[config.mk]
export PLATFORM = sky130hd
export DESIGN_NAME = cpu_controller_flat
export DESIGN_NICKNAME = d
export VERILOG_FILES = /design/src/rtl/cpu_pkg.sv /design/src/rtl/cpu_controller_if.sv /design/src/rtl/instr_dec.sv /design/src/rtl/cpu_controller.sv /design/src/flat_wrapper.sv
export SDC_FILE = /design/constraint.sdc
export NUM_CORES = 1
export LEC_CHECK = 0
export BUFFER_PORTS_ARGS = -buffer_cell sky130_fd_sc_hd__buf_2
export CAP_MARGIN = 10
export CORE_MARGIN = 2
export CORE_UTILIZATION = 43
export CTS_CLUSTER_DIAMETER = 100
export DETAILED_ROUTE_END_ITERATION = 8
export GPL_ROUTABILITY_DRIVEN = 1
export PLACE_DENSITY = 0.81
export SETUP_SLACK_MARGIN = 0.5
export SYNTH_ARGS = -nofsm -noshare
export SYNTH_HDL_FRONTEND = slang
export SYNTH_SLANG_ARGS = --single-unit
[constraint.sdc]
create_clock -name clk -period 1.7 [get_ports clk]
set_input_delay 0.17 -clock clk [delete_from_list [all_inputs] [get_ports clk]]
set_output_delay 0.17 -clock clk [all_outputs]
set_load 0.05 [all_outputs]
[src/rtl/cpu_pkg.sv]
// -----------------------------------------------------------------------------
// cpu_pkg
// Shared types and encodings for the CPU controller slice: FSM state enum,
// instruction opcode/op field values, ALU operation codes and the one-hot
// write-data select codes driven onto vsel.
// -----------------------------------------------------------------------------
package cpu_pkg;

    typedef enum logic [2:0] {
        S_WAIT   = 3'd0,
        S_DECODE = 3'd1,
        S_WIMM   = 3'd2,
        S_GETA   = 3'd3,
        S_GETB   = 3'd4,
        S_EXEC   = 3'd5,
        S_WREG   = 3'd6
    } state_t;

    // opcode field IR[15:13]
    localparam logic [2:0] OPC_MOV = 3'b110;
    localparam logic [2:0] OPC_ALU = 3'b101;

    // op field IR[12:11], meaning depends on opcode
    localparam logic [1:0] OP_MOV_IMM = 2'b10;
    localparam logic [1:0] OP_MOV_REG = 2'b00;
    localparam logic [1:0] OP_ADD     = 2'b00;
    localparam logic [1:0] OP_CMP     = 2'b01;
    localparam logic [1:0] OP_AND     = 2'b10;
    localparam logic [1:0] OP_MVN     = 2'b11;

    localparam logic [1:0] ALU_ADD  = 2'b00;
    localparam logic [1:0] ALU_SUB  = 2'b01;
    localparam logic [1:0] ALU_AND  = 2'b10;
    localparam logic [1:0] ALU_NOTB = 2'b11;

    localparam logic [3:0] VSEL_C     = 4'b0001;
    localparam logic [3:0] VSEL_PC    = 4'b0010;
    localparam logic [3:0] VSEL_IMM8  = 4'b0100;
    localparam logic [3:0] VSEL_MDATA = 4'b1000;

endpackage : cpu_pkg

[src/rtl/cpu_controller_if.sv]
// -----------------------------------------------------------------------------
// cpu_dp_if
// Datapath control bundle between the controller (master, issues strobes)
// and the register-file/ALU datapath (slave, consumes them).
//   readnum/writenum : register-file read/write index
//   write            : register-file write enable
//   loada/loadb/loadc/loads : A, B, C and status register loads
//   asel/bsel        : ALU operand selects
//   shift/ALUop      : shifter and ALU control
//   vsel             : one-hot write-data select
//   sximm8/sximm5    : sign-extended immediates from the IR
// -----------------------------------------------------------------------------
interface cpu_dp_if;

    logic [2:0]  readnum;
    logic [2:0]  writenum;
    logic        write;
    logic        loada;
    logic        loadb;
    logic        asel;
    logic        bsel;
    logic [1:0]  shift;
    logic [1:0]  ALUop;
    logic        loadc;
    logic        loads;
    logic [3:0]  vsel;
    logic [15:0] sximm8;
    logic [15:0] sximm5;

    modport master (
        output readnum, writenum, write, loada, loadb, asel, bsel,
               shift, ALUop, loadc, loads, vsel, sximm8, sximm5
    );

    modport slave (
        input  readnum, writenum, write, loada, loadb, asel, bsel,
               shift, ALUop, loadc, loads, vsel, sximm8, sximm5
    );

endinterface : cpu_dp_if

[src/rtl/instr_dec.sv]
// -----------------------------------------------------------------------------
// instr_dec
// Purely combinational field extraction from the instruction register.
//   i_ir       : latched instruction word
//   o_opcode   : IR[15:13]       o_op : IR[12:11]
//   o_rn       : IR[10:8]        o_rd : IR[7:5]
//   o_sh       : IR[4:3]         o_rm : IR[2:0]
//   o_sximm8   : IR[7:0] sign-extended to 16 bits
//   o_sximm5   : IR[4:0] sign-extended to 16 bits
// -----------------------------------------------------------------------------
module instr_dec
    import cpu_pkg::*;
(
    input  logic [15:0] i_ir,
    output logic [2:0]  o_opcode,
    output logic [1:0]  o_op,
    output logic [2:0]  o_rn,
    output logic [2:0]  o_rd,
    output logic [1:0]  o_sh,
    output logic [2:0]  o_rm,
    output logic [15:0] o_sximm8,
    output logic [15:0] o_sximm5
);

    assign o_opcode = i_ir[15:13];
    assign o_op     = i_ir[12:11];
    assign o_rn     = i_ir[10:8];
    assign o_rd     = i_ir[7:5];
    assign o_sh     = i_ir[4:3];
    assign o_rm     = i_ir[2:0];
    assign o_sximm8 = {{8{i_ir[7]}}, i_ir[7:0]};
    assign o_sximm5 = {{11{i_ir[4]}}, i_ir[4:0]};

endmodule : instr_dec

[src/rtl/cpu_controller.sv]
// -----------------------------------------------------------------------------
// cpu_controller
// Instruction register plus Moore control FSM that sequences the datapath one
// step per cycle and handshakes with a host.
//   clk   : rising-edge clock
//   reset : synchronous, active-high; clears state and IR
//   in    : instruction word, captured when load=1 while idle
//   load  : IR load request (ignored unless in S_WAIT)
//   s     : start request (ignored unless in S_WAIT)
//   w     : high while idle in S_WAIT
//   dp    : datapath control bundle (master side)
//
// state    | meaning
// ---------+-----------------------------------------------------------
// S_WAIT   | idle, w=1; accepts load and s
// S_DECODE | classify IR, no strobes; undefined encodings return to idle
// S_WIMM   | write sximm8 into Rn
// S_GETA   | read Rn into A
// S_GETB   | read Rm into B
// S_EXEC   | run shifter/ALU into C, or into status only for CMP
// S_WREG   | write C into Rd
// -----------------------------------------------------------------------------
module cpu_controller
    import cpu_pkg::*;
(
    input  logic        clk,
    input  logic        reset,
    input  logic [15:0] in,
    input  logic        load,
    input  logic        s,
    output logic        w,
    cpu_dp_if.master    dp
);

    state_t      r_state;
    state_t      w_next;
    logic [15:0] r_ir;

    logic [2:0]  w_opcode;
    logic [1:0]  w_op;
    logic [2:0]  w_rn;
    logic [2:0]  w_rd;
    logic [1:0]  w_sh;
    logic [2:0]  w_rm;
    logic [15:0] w_sximm8;
    logic [15:0] w_sximm5;

    instr_dec u_dec (
        .i_ir     (r_ir),
        .o_opcode (w_opcode),
        .o_op     (w_op),
        .o_rn     (w_rn),
        .o_rd     (w_rd),
        .o_sh     (w_sh),
        .o_rm     (w_rm),
        .o_sximm8 (w_sximm8),
        .o_sximm5 (w_sximm5)
    );

    assign dp.sximm8 = w_sximm8;
    assign dp.sximm5 = w_sximm5;

    // IR only moves while idle so an instruction in flight sees a stable word.
    always_ff @(posedge clk) begin
        if (reset) begin
            r_state <= S_WAIT;
            r_ir    <= 16'h0000;
        end else begin
            r_state <= w_next;
            if (load && (r_state == S_WAIT))
                r_ir <= in;
        end
    end

    always_comb begin
        w_next      = r_state;
        w           = 1'b0;
        dp.readnum  = 3'd0;
        dp.writenum = 3'd0;
        dp.write    = 1'b0;
        dp.loada    = 1'b0;
        dp.loadb    = 1'b0;
        dp.asel     = 1'b0;
        dp.bsel     = 1'b0;
        dp.shift    = 2'b00;
        dp.ALUop    = ALU_ADD;
        dp.loadc    = 1'b0;
        dp.loads    = 1'b0;
        dp.vsel     = VSEL_C;

        case (r_state)
            S_WAIT: begin
                w = 1'b1;
                if (s)
                    w_next = S_DECODE;
            end

            S_DECODE: begin
                if (w_opcode == OPC_MOV && w_op == OP_MOV_IMM)
                    w_next = S_WIMM;
                else if (w_opcode == OPC_MOV && w_op == OP_MOV_REG)
                    w_next = S_GETB;
                else if (w_opcode == OPC_ALU && w_op == OP_MVN)
                    w_next = S_GETB;
                else if (w_opcode == OPC_ALU)
                    w_next = S_GETA;
                else
                    w_next = S_WAIT;
            end

            S_WIMM: begin
                dp.writenum = w_rn;
                dp.vsel     = VSEL_IMM8;
                dp.write    = 1'b1;
                w_next      = S_WAIT;
            end

            S_GETA: begin
                dp.readnum = w_rn;
                dp.loada   = 1'b1;
                w_next     = S_GETB;
            end

            S_GETB: begin
                dp.readnum = w_rm;
                dp.loadb   = 1'b1;
                w_next     = S_EXEC;
            end

            S_EXEC: begin
                dp.shift = w_sh;
                w_next   = S_WREG;
                // MOV reg reuses the adder with A forced to zero: 0 + (Rm shifted).
                if (w_opcode == OPC_MOV) begin
                    dp.asel  = 1'b1;
                    dp.ALUop = ALU_ADD;
                    dp.loadc = 1'b1;
                end else begin
                    case (w_op)
                        OP_ADD: begin
                            dp.ALUop = ALU_ADD;
                            dp.loadc = 1'b1;
                        end
                        OP_CMP: begin
                            dp.ALUop = ALU_SUB;
                            dp.loads = 1'b1;
                            w_next   = S_WAIT;
                        end
                        OP_AND: begin
                            dp.ALUop = ALU_AND;
                            dp.loadc = 1'b1;
                        end
                        default: begin
                            dp.ALUop = ALU_NOTB;
                            dp.loadc = 1'b1;
                        end
                    endcase
                end
            end

            S_WREG: begin
                dp.writenum = w_rd;
                dp.vsel     = VSEL_C;
                dp.write    = 1'b1;
                w_next      = S_WAIT;
            end

            default: begin
                w_next = S_WAIT;
            end
        endcase
    end

endmodule : cpu_controller
[src/flat_wrapper.sv]
// flat-port wrapper written by rule: the top's interface ports become plain ports
module cpu_controller_flat import cpu_pkg::*;
  (clk, reset, in, load, s, w, dp_readnum, dp_writenum, dp_write, dp_loada, dp_loadb, dp_asel, dp_bsel, dp_shift, dp_ALUop, dp_loadc, dp_loads, dp_vsel, dp_sximm8, dp_sximm5);
  cpu_dp_if dp_i ();
  input  logic clk;
  input  logic reset;
  input  logic [15:0] in;
  input  logic load;
  input  logic s;
  output logic w;
  output wire logic [$bits(dp_i.readnum)-1:0] dp_readnum;
  output wire logic [$bits(dp_i.writenum)-1:0] dp_writenum;
  output wire logic [$bits(dp_i.write)-1:0] dp_write;
  output wire logic [$bits(dp_i.loada)-1:0] dp_loada;
  output wire logic [$bits(dp_i.loadb)-1:0] dp_loadb;
  output wire logic [$bits(dp_i.asel)-1:0] dp_asel;
  output wire logic [$bits(dp_i.bsel)-1:0] dp_bsel;
  output wire logic [$bits(dp_i.shift)-1:0] dp_shift;
  output wire logic [$bits(dp_i.ALUop)-1:0] dp_ALUop;
  output wire logic [$bits(dp_i.loadc)-1:0] dp_loadc;
  output wire logic [$bits(dp_i.loads)-1:0] dp_loads;
  output wire logic [$bits(dp_i.vsel)-1:0] dp_vsel;
  output wire logic [$bits(dp_i.sximm8)-1:0] dp_sximm8;
  output wire logic [$bits(dp_i.sximm5)-1:0] dp_sximm5;
  assign dp_readnum = dp_i.readnum;
  assign dp_writenum = dp_i.writenum;
  assign dp_write = dp_i.write;
  assign dp_loada = dp_i.loada;
  assign dp_loadb = dp_i.loadb;
  assign dp_asel = dp_i.asel;
  assign dp_bsel = dp_i.bsel;
  assign dp_shift = dp_i.shift;
  assign dp_ALUop = dp_i.ALUop;
  assign dp_loadc = dp_i.loadc;
  assign dp_loads = dp_i.loads;
  assign dp_vsel = dp_i.vsel;
  assign dp_sximm8 = dp_i.sximm8;
  assign dp_sximm5 = dp_i.sximm5;
  cpu_controller u_core (.clk(clk), .reset(reset), .in(in), .load(load), .s(s), .w(w), .dp(dp_i));
endmodule
# ---- Word level (Yosys, flattened, before mapping)
# Index checks and enable logic that the tools add are counted.
dict set report classes {
  addsub 0
  mul 0
  div 0
  magnitude_cmp 0
  n_eq_ne 12
  n_shift 0
  muxes 27
  bitwise_logic 0
  reduce_logical 7
}
# op n
set ops {}
lappend ops {{$mux 3} 7}
lappend ops {{$eq 3x3->1 const B} 5}
lappend ops {{$pmux 3 s5} 1}
lappend ops {{$mux 1} 12}
lappend ops {{$pmux 3 s2} 2}
lappend ops {{$mux 2} 4}
lappend ops {{$eq 3x2->1 const B} 2}
lappend ops {{$pmux 2 s3} 1}
lappend ops {{$eq 2x2->1 const B} 2}
lappend ops {{$logic_and 1x1->1} 4}
lappend ops {{$eq 3x1->1 const B} 1}
lappend ops {{$logic_not 3->1} 1}
lappend ops {{$eq 2x1->1 const B} 1}
lappend ops {{$logic_not 2->1} 1}
lappend ops {{$ne 2x2->1 const B} 1}
lappend ops {{$reduce_or 2->1} 1}
dict set report word_totals {
  ff_bits 19
  latchBits 0
  ram_bits 0
  mem_bits_ro 0
  input_bits 20
  out_inout_bits 54
  wordCells 48
  n_memories 0
}

# ---- Logic depth before layout (Yosys ltp)
# Gate-level depths: netlist of the first run.
dict set report depth {
  ltp_word 6
  ltp_mapped 6
  ltp_nobuf 3
}

# ---- By module
# Synthesis of the first run repeated with hierarchy kept, for this count alone.
dict set report hier_totals {
  hier_cells 176
  hier_area_um2 1340.0
}
# mod instances cells_each area_per_inst_um2 seq_area_each_um2
set by_module_without_submodules {}
lappend by_module_without_submodules {cpu_controller 1 128 979.7 380.4}
lappend by_module_without_submodules {instr_dec 1 48 360.3 0.0}

# ---- Least setup slack after synthesis of the first run
# OpenSTA, ideal clock, no wires.
dict set report synth_timing {
  kind {register to output}
  startpoint {register u_core.r_state[0]}
  endpoint {output dp_readnum[0]}
  arrival_ps 2483
  required_time_ps 1530
  slack_ps -953
  stages_incl_launch_ff 4
  path_buffers 1
  path_cell_list {dfxtp_1 clkbuf_1 nor3b_1 a22o_1}
}
dict set report synth_via {
  elab_chain_cells 2
  elab_cells_between_ends 3
  classes_between {2 x eq/ne; 1 x mux}
}
# element line_no
set synth_lines {}
lappend synth_lines {{from (decl)} cpu_controller.sv:35} ;# state_t r_state;
lappend synth_lines {{from (signal assigned)} cpu_controller.sv:69} ;# r_state <= w_next;
lappend synth_lines {{$eq 3x3->1 / $eq 3x2->1 (equally long branches)} cpu_controller.sv:91} ;# case (r_state)
lappend synth_lines {{$pmux 3 s2 *} cpu_controller.sv:91}
lappend synth_lines {{to (decl)} flat_wrapper.sv:11} ;# output wire logic [$bits(dp_i.readnum)-1:0] dp_readnum;
# Every way passes the cells marked *; elsewhere a longest branch is shown, timed or not.

# ---- Worst setup path in the final report of the first run
dict set report layout_timing {
  startpoint {register u_core.r_state[1]}
  endpoint {output dp_ALUop[0]}
}
dict set report layout_via {
  elab_chain_cells 2
}
# element line_no
set layout_lines {}
lappend layout_lines {{$eq 3x3->1} cpu_controller.sv:91}
lappend layout_lines {{$mux 2} cpu_controller.sv:91}
lappend layout_lines {{to (decl)} flat_wrapper.sv:19} ;# output wire logic [$bits(dp_i.ALUop)-1:0] dp_ALUop;
# Every way passes these cells.

==> results of run 1 <==
==> placed cells by master, fill, tap and decap left out, types with 3 or more instances in the layout <==
master / netlist / final
buf_4: 35 / 42
buf_2: 2 / 21
nand2_1: 35 / 19
buf_6: 2 / 18
nand2_2: 0 / 16
a21oi_1: 16 / 15
buf_8: 1 / 10
dfxtp_1: 19 / 8
nor2_4: 0 / 7
clkbuf_4: 0 / 7
dfxtp_4: 0 / 6
dfxtp_2: 0 / 5
and2_4: 0 / 4
a22o_4: 0 / 3
mux2i_4: 0 / 3
conb_1: 1 / 3
==> Yosys cell counts <==
cell type,count
buf_6,2
nor2_1,11
a21boi_0,1
o21bai_1,1
a211oi_1,3
and2_1,4
o21ai_1,1
nand2b_1,4
nor3b_1,1
buf_4,35
nor4b_4,1
or4b_4,1
inv_1,2
a22o_1,3
or3_1,1
buf_8,1
clkbuf_1,5
a21oi_1,16
a211o_1,1
mux2i_1,3
nand2_1,35
a311oi_1,1
and3b_1,3
nand4b_1,1
conb_1,1
nor3_1,3
dfxtp_1,19
nand3b_1,2
buf_2,2
==> cells by family (layout without fill, tap and decap cells) <==
| logic type | count (synthesis) | count (layout) | synth area share, % |
|---|---|---|---|
| AO/OA/AOI/OAI | 27 | 27 | 13.2 |
| buffers and inverters | 47 | 101 | 26.8 |
| flip-flops | 19 | 19 | 30.3 |
| multiplexers | 3 | 3 | 2.39 |
| other | 1 | 3 | 0.299 |
| AND/OR/NAND/NOR | 67 | 68 | 27.0 |
==> routing by layer <==
metal	vias up	routed length [um]	track usage (%)
met3	10	264	4.02
met5	-	0	0
li1	621	-	-
met1	613	1670	26.5
met2	76	2230	38.3
met4	0	108	11.6
==> path summary, 6_finish.rpt <==
path | startpoint | endpoint | depth (start not counted) | slack (ns)
min reg2reg | u_core.r_ir[15] | u_core.r_ir[15] | 2 | 0.49
max reg2reg | u_core.r_state[2] | u_core.r_ir[9] | 5 | 0.14
max | u_core.r_state[1] | dp_ALUop[0] | 4 | 0.13
min | in[4] | u_core.r_ir[4] | 3 | 0.08
==> stage by stage <==
stage	instances	utilization (%)
after floorplan	166	-
after global placement	228	55.0
after detailed placement	228	55.0
after CTS	244	69.7
after global routing	252	76.1
final	252	76.1
==> critical path, delay by kind of cell (launching register included) <==
| family | cells | cell delay (ns) |
|---|---|---|
| AND/OR/NAND/NOR | 3 | 0.56 |
| flip-flops | 1 | 0.40 |
| buffers and inverters | 1 | 0.14 |
==> layout make-up <==
class,instances,area (sq um)
fillers,179,658
well taps,31,38.8
flip-flops and latches,19,409
inverters,2,11.3
clock inverters,1,5.00
repair buffers,95,803
clock buffers,3,22.5
multi-input cells,101,810
==> power breakdown <==
group | total [mW] | switching, mW | internal (mW)
registers | 0.513 | 0.0465 | 0.466
clock network | 0.244 | 0.156 | 0.0877
logic | 0.409 | 0.273 | 0.136
==> state kept, by name (all words and copies together), names as in the netlist <==
name and cells:
u_core.r_state 3, u_core.r_ir 16
==> what timing repair did <==
action | in CTS | in global routing
setup endpoints to repair | 59 | 54
buffers inserted | 11 | 8
pin swaps | 9 | 13
resized for setup | 93 | 42
gates cloned | 1 | 0
==> key figures, run 1 <==
Yosys
  • Post-synthesis instance total: 164
  • Synth Area per Inst: 7.66 sq um
  • Register area share after synthesis: 30.3%
  • Seq cells post-synth: 19
  • Yosys cell types: 29
  • Leading area contributor after synthesis: dfxtp_1
  • Post-Syn Area: 1260 sq um
  • Share of the synthesized area in the top cell type: 30.3%
  • Top post-synthesis cells by area: dfxtp_1, buf_4, nand2_1
  • Synthesis warning total: 0

Timing
  • F_max: 0.636 GHz
  • Final hold violation count: 0
  • Worst Skew: 0.00158 ns
  • Final setup viols: 0
  • Setup tns final: 0 ns
  • RSZ-0062 raised after global routing: true
  • Post-route clock period utilization: 92.5%
  • PnR worst setup slack: 0.127 ns
  • Hold Worst Slack: 0.0825 ns
  • Slew Limit Fails: 0
  • Tmin final: 1.57 ns

Placement
  • Setup WS pre-CTS: 0.234 ns
  • Port Buf Inserts: 70
  • Routability cong.: 0.839
  • DP HPWL: 2140 um
  • Area of placed instances: 1520 sq um

GRT
  • Vias in the first global route: 1218
  • Initial antenna violation count: 0
  • Total track usage: 22.4%
  • Global-route wire length before repair: 5750 um
  • Pin count of the biggest net entering global routing: 19
  • Total grt overflow: 0

Critical path
  • CP max-delay cell: dfxtp_4
  • WP data arrival: 1.40 ns
  • Critical Path Source Type: flop
  • WS Path Type: reg -> out
  • Setup crit end kind: primary output
  • CP Cell Sequence: nand3b_1 > nor2_2 > and2_4 > buf_8
  • CP required: 1.53 ns
  • Crit-path max cell delay: 0.40 ns
  • Maximum fanout along the worst path: 6

Drt
  • Vias: 1320
  • Detailed-route DRC error count: 0
  • Iter 0 DRT Violations: 56
  • 1st-pass router iterations: 4
  • Antenna-violating nets left: 0
  • Via density per instance: 5.24
  • Total Routed Length: 4280 um
  • Drt wl/cell: 17.0 um

CTS
  • Number of clock sinks: 19
  • Reg clk slew, reported paths: 0.12 ns
  • TritonCTS Buffers: 3
  • CTS Hold Bufs: 0
  • CTS tree: done
  • CTS root buffer: clkbuf_4
  • H-Tree Depth: 1
  • Clk buf depth: 2
  • Clock Latency Late Sink: 0.30 ns

Finish
  • Nets: 242
  • # diodes: 0
  • Share of cells above drive strength 1: 73.3%
  • Layout Cell Area excl Fill: 2100 sq um
  • Area growth syn-to-layout: 67.1%

Pwr
  • Pwr Density: 555 nW/um^2
  • Max VDD drop: 0.000644 V
  • Total power: 1.17 mW
  • Static Leak: 0.936 nW

Run
  • Maxcap violations: 0

Floorplan
  • Num ports: 74
  • Core Area: 2760 sq um
  • # rows: 19
  • Die Y: 58.1 um
  • Starting Density: 45.6%
  • Chip Width: 58.1 um
  • Die area: 3370 sq um

Outcome
  • Status: finished clean

Min path
  • Worst Hold Class: in -> reg
Note: power is estimated with default switching activity, not from simulation.
==> inputs of run 2 (changes only) <==
==> constraint.sdc (replaced) <==
create_clock -name clk -period 1.7 [get_ports clk]
set_input_delay 0.085 -clock clk [delete_from_list [all_inputs] [get_ports clk]]
set_output_delay 0.085 -clock clk [all_outputs]
set_load 0.05 [all_outputs]
==> run 2 against run 1 <==
Compared with the run above:
- the run now ends with negative hold slack left
- first-iteration DRC count down 55%
- utilization rose by 1.1 points
- cell count is 1.2% higher
- wire length decreased by 2.3%
- highest routed layer unchanged
==> key figures, run 2 (synthesis gave the netlist of run 1 again) <==
Drt
  • Antenna-violating nets left: 0
  • Total Routed Length: 4180 um
  • Via density per instance: 5.33
  • Detailed-route DRC error count: 0
  • Drt wl/cell: 16.4 um
  • Iter 0 DRT Violations: 25
  • 1st-pass router iterations: 4
  • Vias: 1358

Critical path
  • Critical Path Source Type: flop
  • Top Family by Delay on Critical Path: buffers and inverters
  • RR Endpoint: u_core.r_ir[14]
  • Reg2Reg Depth: 6
  • CP Cell Sequence: buf_6 > buf_6 > nand2b_4 > nor2_4 > clkinvlp_4 > buf_8
  • Setup crit end kind: primary output
  • Buf/Inv on CP: 4
  • R2R Setup Slk: 0.19 ns
  • RR Startpoint: u_core.r_state[0]
  • WS Path Type: reg -> out
  • Top cell by count, worst path: buf_6
  • Maximum fanout along the worst path: 5
  • Crit-path max cell delay: 0.41 ns
  • WP data arrival: 1.51 ns
  • Total number of cells along the worst setup path: 6
  • CP max-delay cell: dfxtp_4
  • CP required: 1.62 ns

Placement
  • Port Buf Inserts: 70
  • DP HPWL: 2020 um
  • Routability cong.: 0.795
  • Cells after DPL: 227
  • Area of placed instances: 1510 sq um
  • Setup WS pre-CTS: 0.254 ns

CTS
  • CTS root buffer: clkbuf_4
  • H-Tree Depth: 1
  • Reg clk slew, reported paths: 0.11 ns
  • CTS tree: done
  • TritonCTS Buffers: 3
  • Number of clock sinks: 19
  • Clk buf depth: 2
  • Clock Latency Late Sink: 0.31 ns

Finish
  • Most frequent cells in the layout: buf_2, buf_6, nand2_2
  • Share of cells above drive strength 1: 77.2%
  • Final Non-Filler Cells: 255
  • Layout Cell Area excl Fill: 2130 sq um
  • Post-layout utilization of the core: 77.3%
  • Commonest non-fill, non-tap cell in the layout: buf_2
  • Top flop regs: u_core.r_ir (16), u_core.r_state (3)
  • Max reg flops: 16
  • Largest Register: u_core.r_ir
  • # diodes: 0
  • Nets: 245
  • Area growth syn-to-layout: 69.6%

Outcome
  • Failing checks: negative hold slack
  • Status: finished, violations left

Floorplan
  • Core Area: 2760 sq um
  • Num ports: 74
  • Starting Density: 45.6%
  • Chip Width: 58.1 um
  • Die area: 3370 sq um
  • # rows: 19
  • Die Y: 58.1 um

Min path
  • Hold depth: 3
  • Worst Hold Path EP: u_core.r_ir[4]
  • Worst Hold Class: in -> reg
  • Hold path start: in[4]

Pwr
  • Total power: 1.16 mW
  • Max VDD drop: 0.000543 V
  • Static Leak: 0.983 nW
  • Pwr Density: 543 nW/um^2

Timing
  • Hold Worst Slack: -0.00106 ns
  • Final hold violation count: 1
  • Final setup viols: 0
  • Slew Limit Fails: 0
  • RSZ-0062 raised after global routing: true
  • PnR worst setup slack: 0.103 ns
  • Setup tns final: 0 ns
  • Worst Skew: 0.00217 ns
  • Tmin final: 1.60 ns
  • Post-route clock period utilization: 94.0%
  • F_max: 0.626 GHz

Run
  • Maxcap violations: 0

GRT
  • Pin count of the biggest net entering global routing: 19
  • Total track usage: 19.3%
  • Total grt overflow: 0
  • Initial antenna violation count: 0
  • Global-route wire length before repair: 5050 um
  • Vias in the first global route: 1142
==> run 2: worst register-to-register path, stage by stage, from the launching register on <==
cell	delay [ns]
dfxtp_4	0.39
buf_6	0.13
buf_6	0.11
nor4b_4	0.35
buf_6	0.22
nand2_1	0.08
a21oi_1	0.15
==> run 2: layout make-up <==
type                    instances  area (sq um)
fillers                       165           627
multi-input cells             101           861
clock buffers                   3          22.5
flip-flops and latches         19           399
inverters                       2          11.3
clock inverters                 1          5.00
well taps                      31          38.8
repair buffers                 98           793
==> run 2: where the power goes <==
part | switching (mW) | internal [mW] | leakage, nW
Combinational | 0.285 | 0.123 | 0.805
Sequential | 0.0419 | 0.468 | 0.160
Clock | 0.152 | 0.0879 | 0.0177
==> run 2: worst max path at each step <==
stage	end	start
floorplan	dp_readnum[0]	u_core.r_state[0]
global placement	u_core.r_ir[12]	u_core.r_state[1]
detailed placement	dp_readnum[0]	u_core.r_state[1]
CTS	dp_readnum[0]	u_core.r_state[1]
global route	dp_vsel[0]	u_core.r_state[1]
finish	dp_vsel[0]	u_core.r_state[1]
==> run 2: timing repair <==
action | in CTS | in global routing
gates cloned | 1 | 1
setup endpoints to repair | 58 | 37
gates resized for setup | 72 | 52
hold buffers | 1 | 1
pin swaps | 9 | 15
buffers inserted | 11 | 9
endpoints found under the hold margin | 1 | 1
==> run 2: layer usage <==
metal	GRT usage (%)	vias up	routed length [um]
met5	0	-	0
met4	8.31	0	162
met3	4.24	17	299
met2	34.1	87	2050
met1	22.2	627	1660
li1	-	627	-
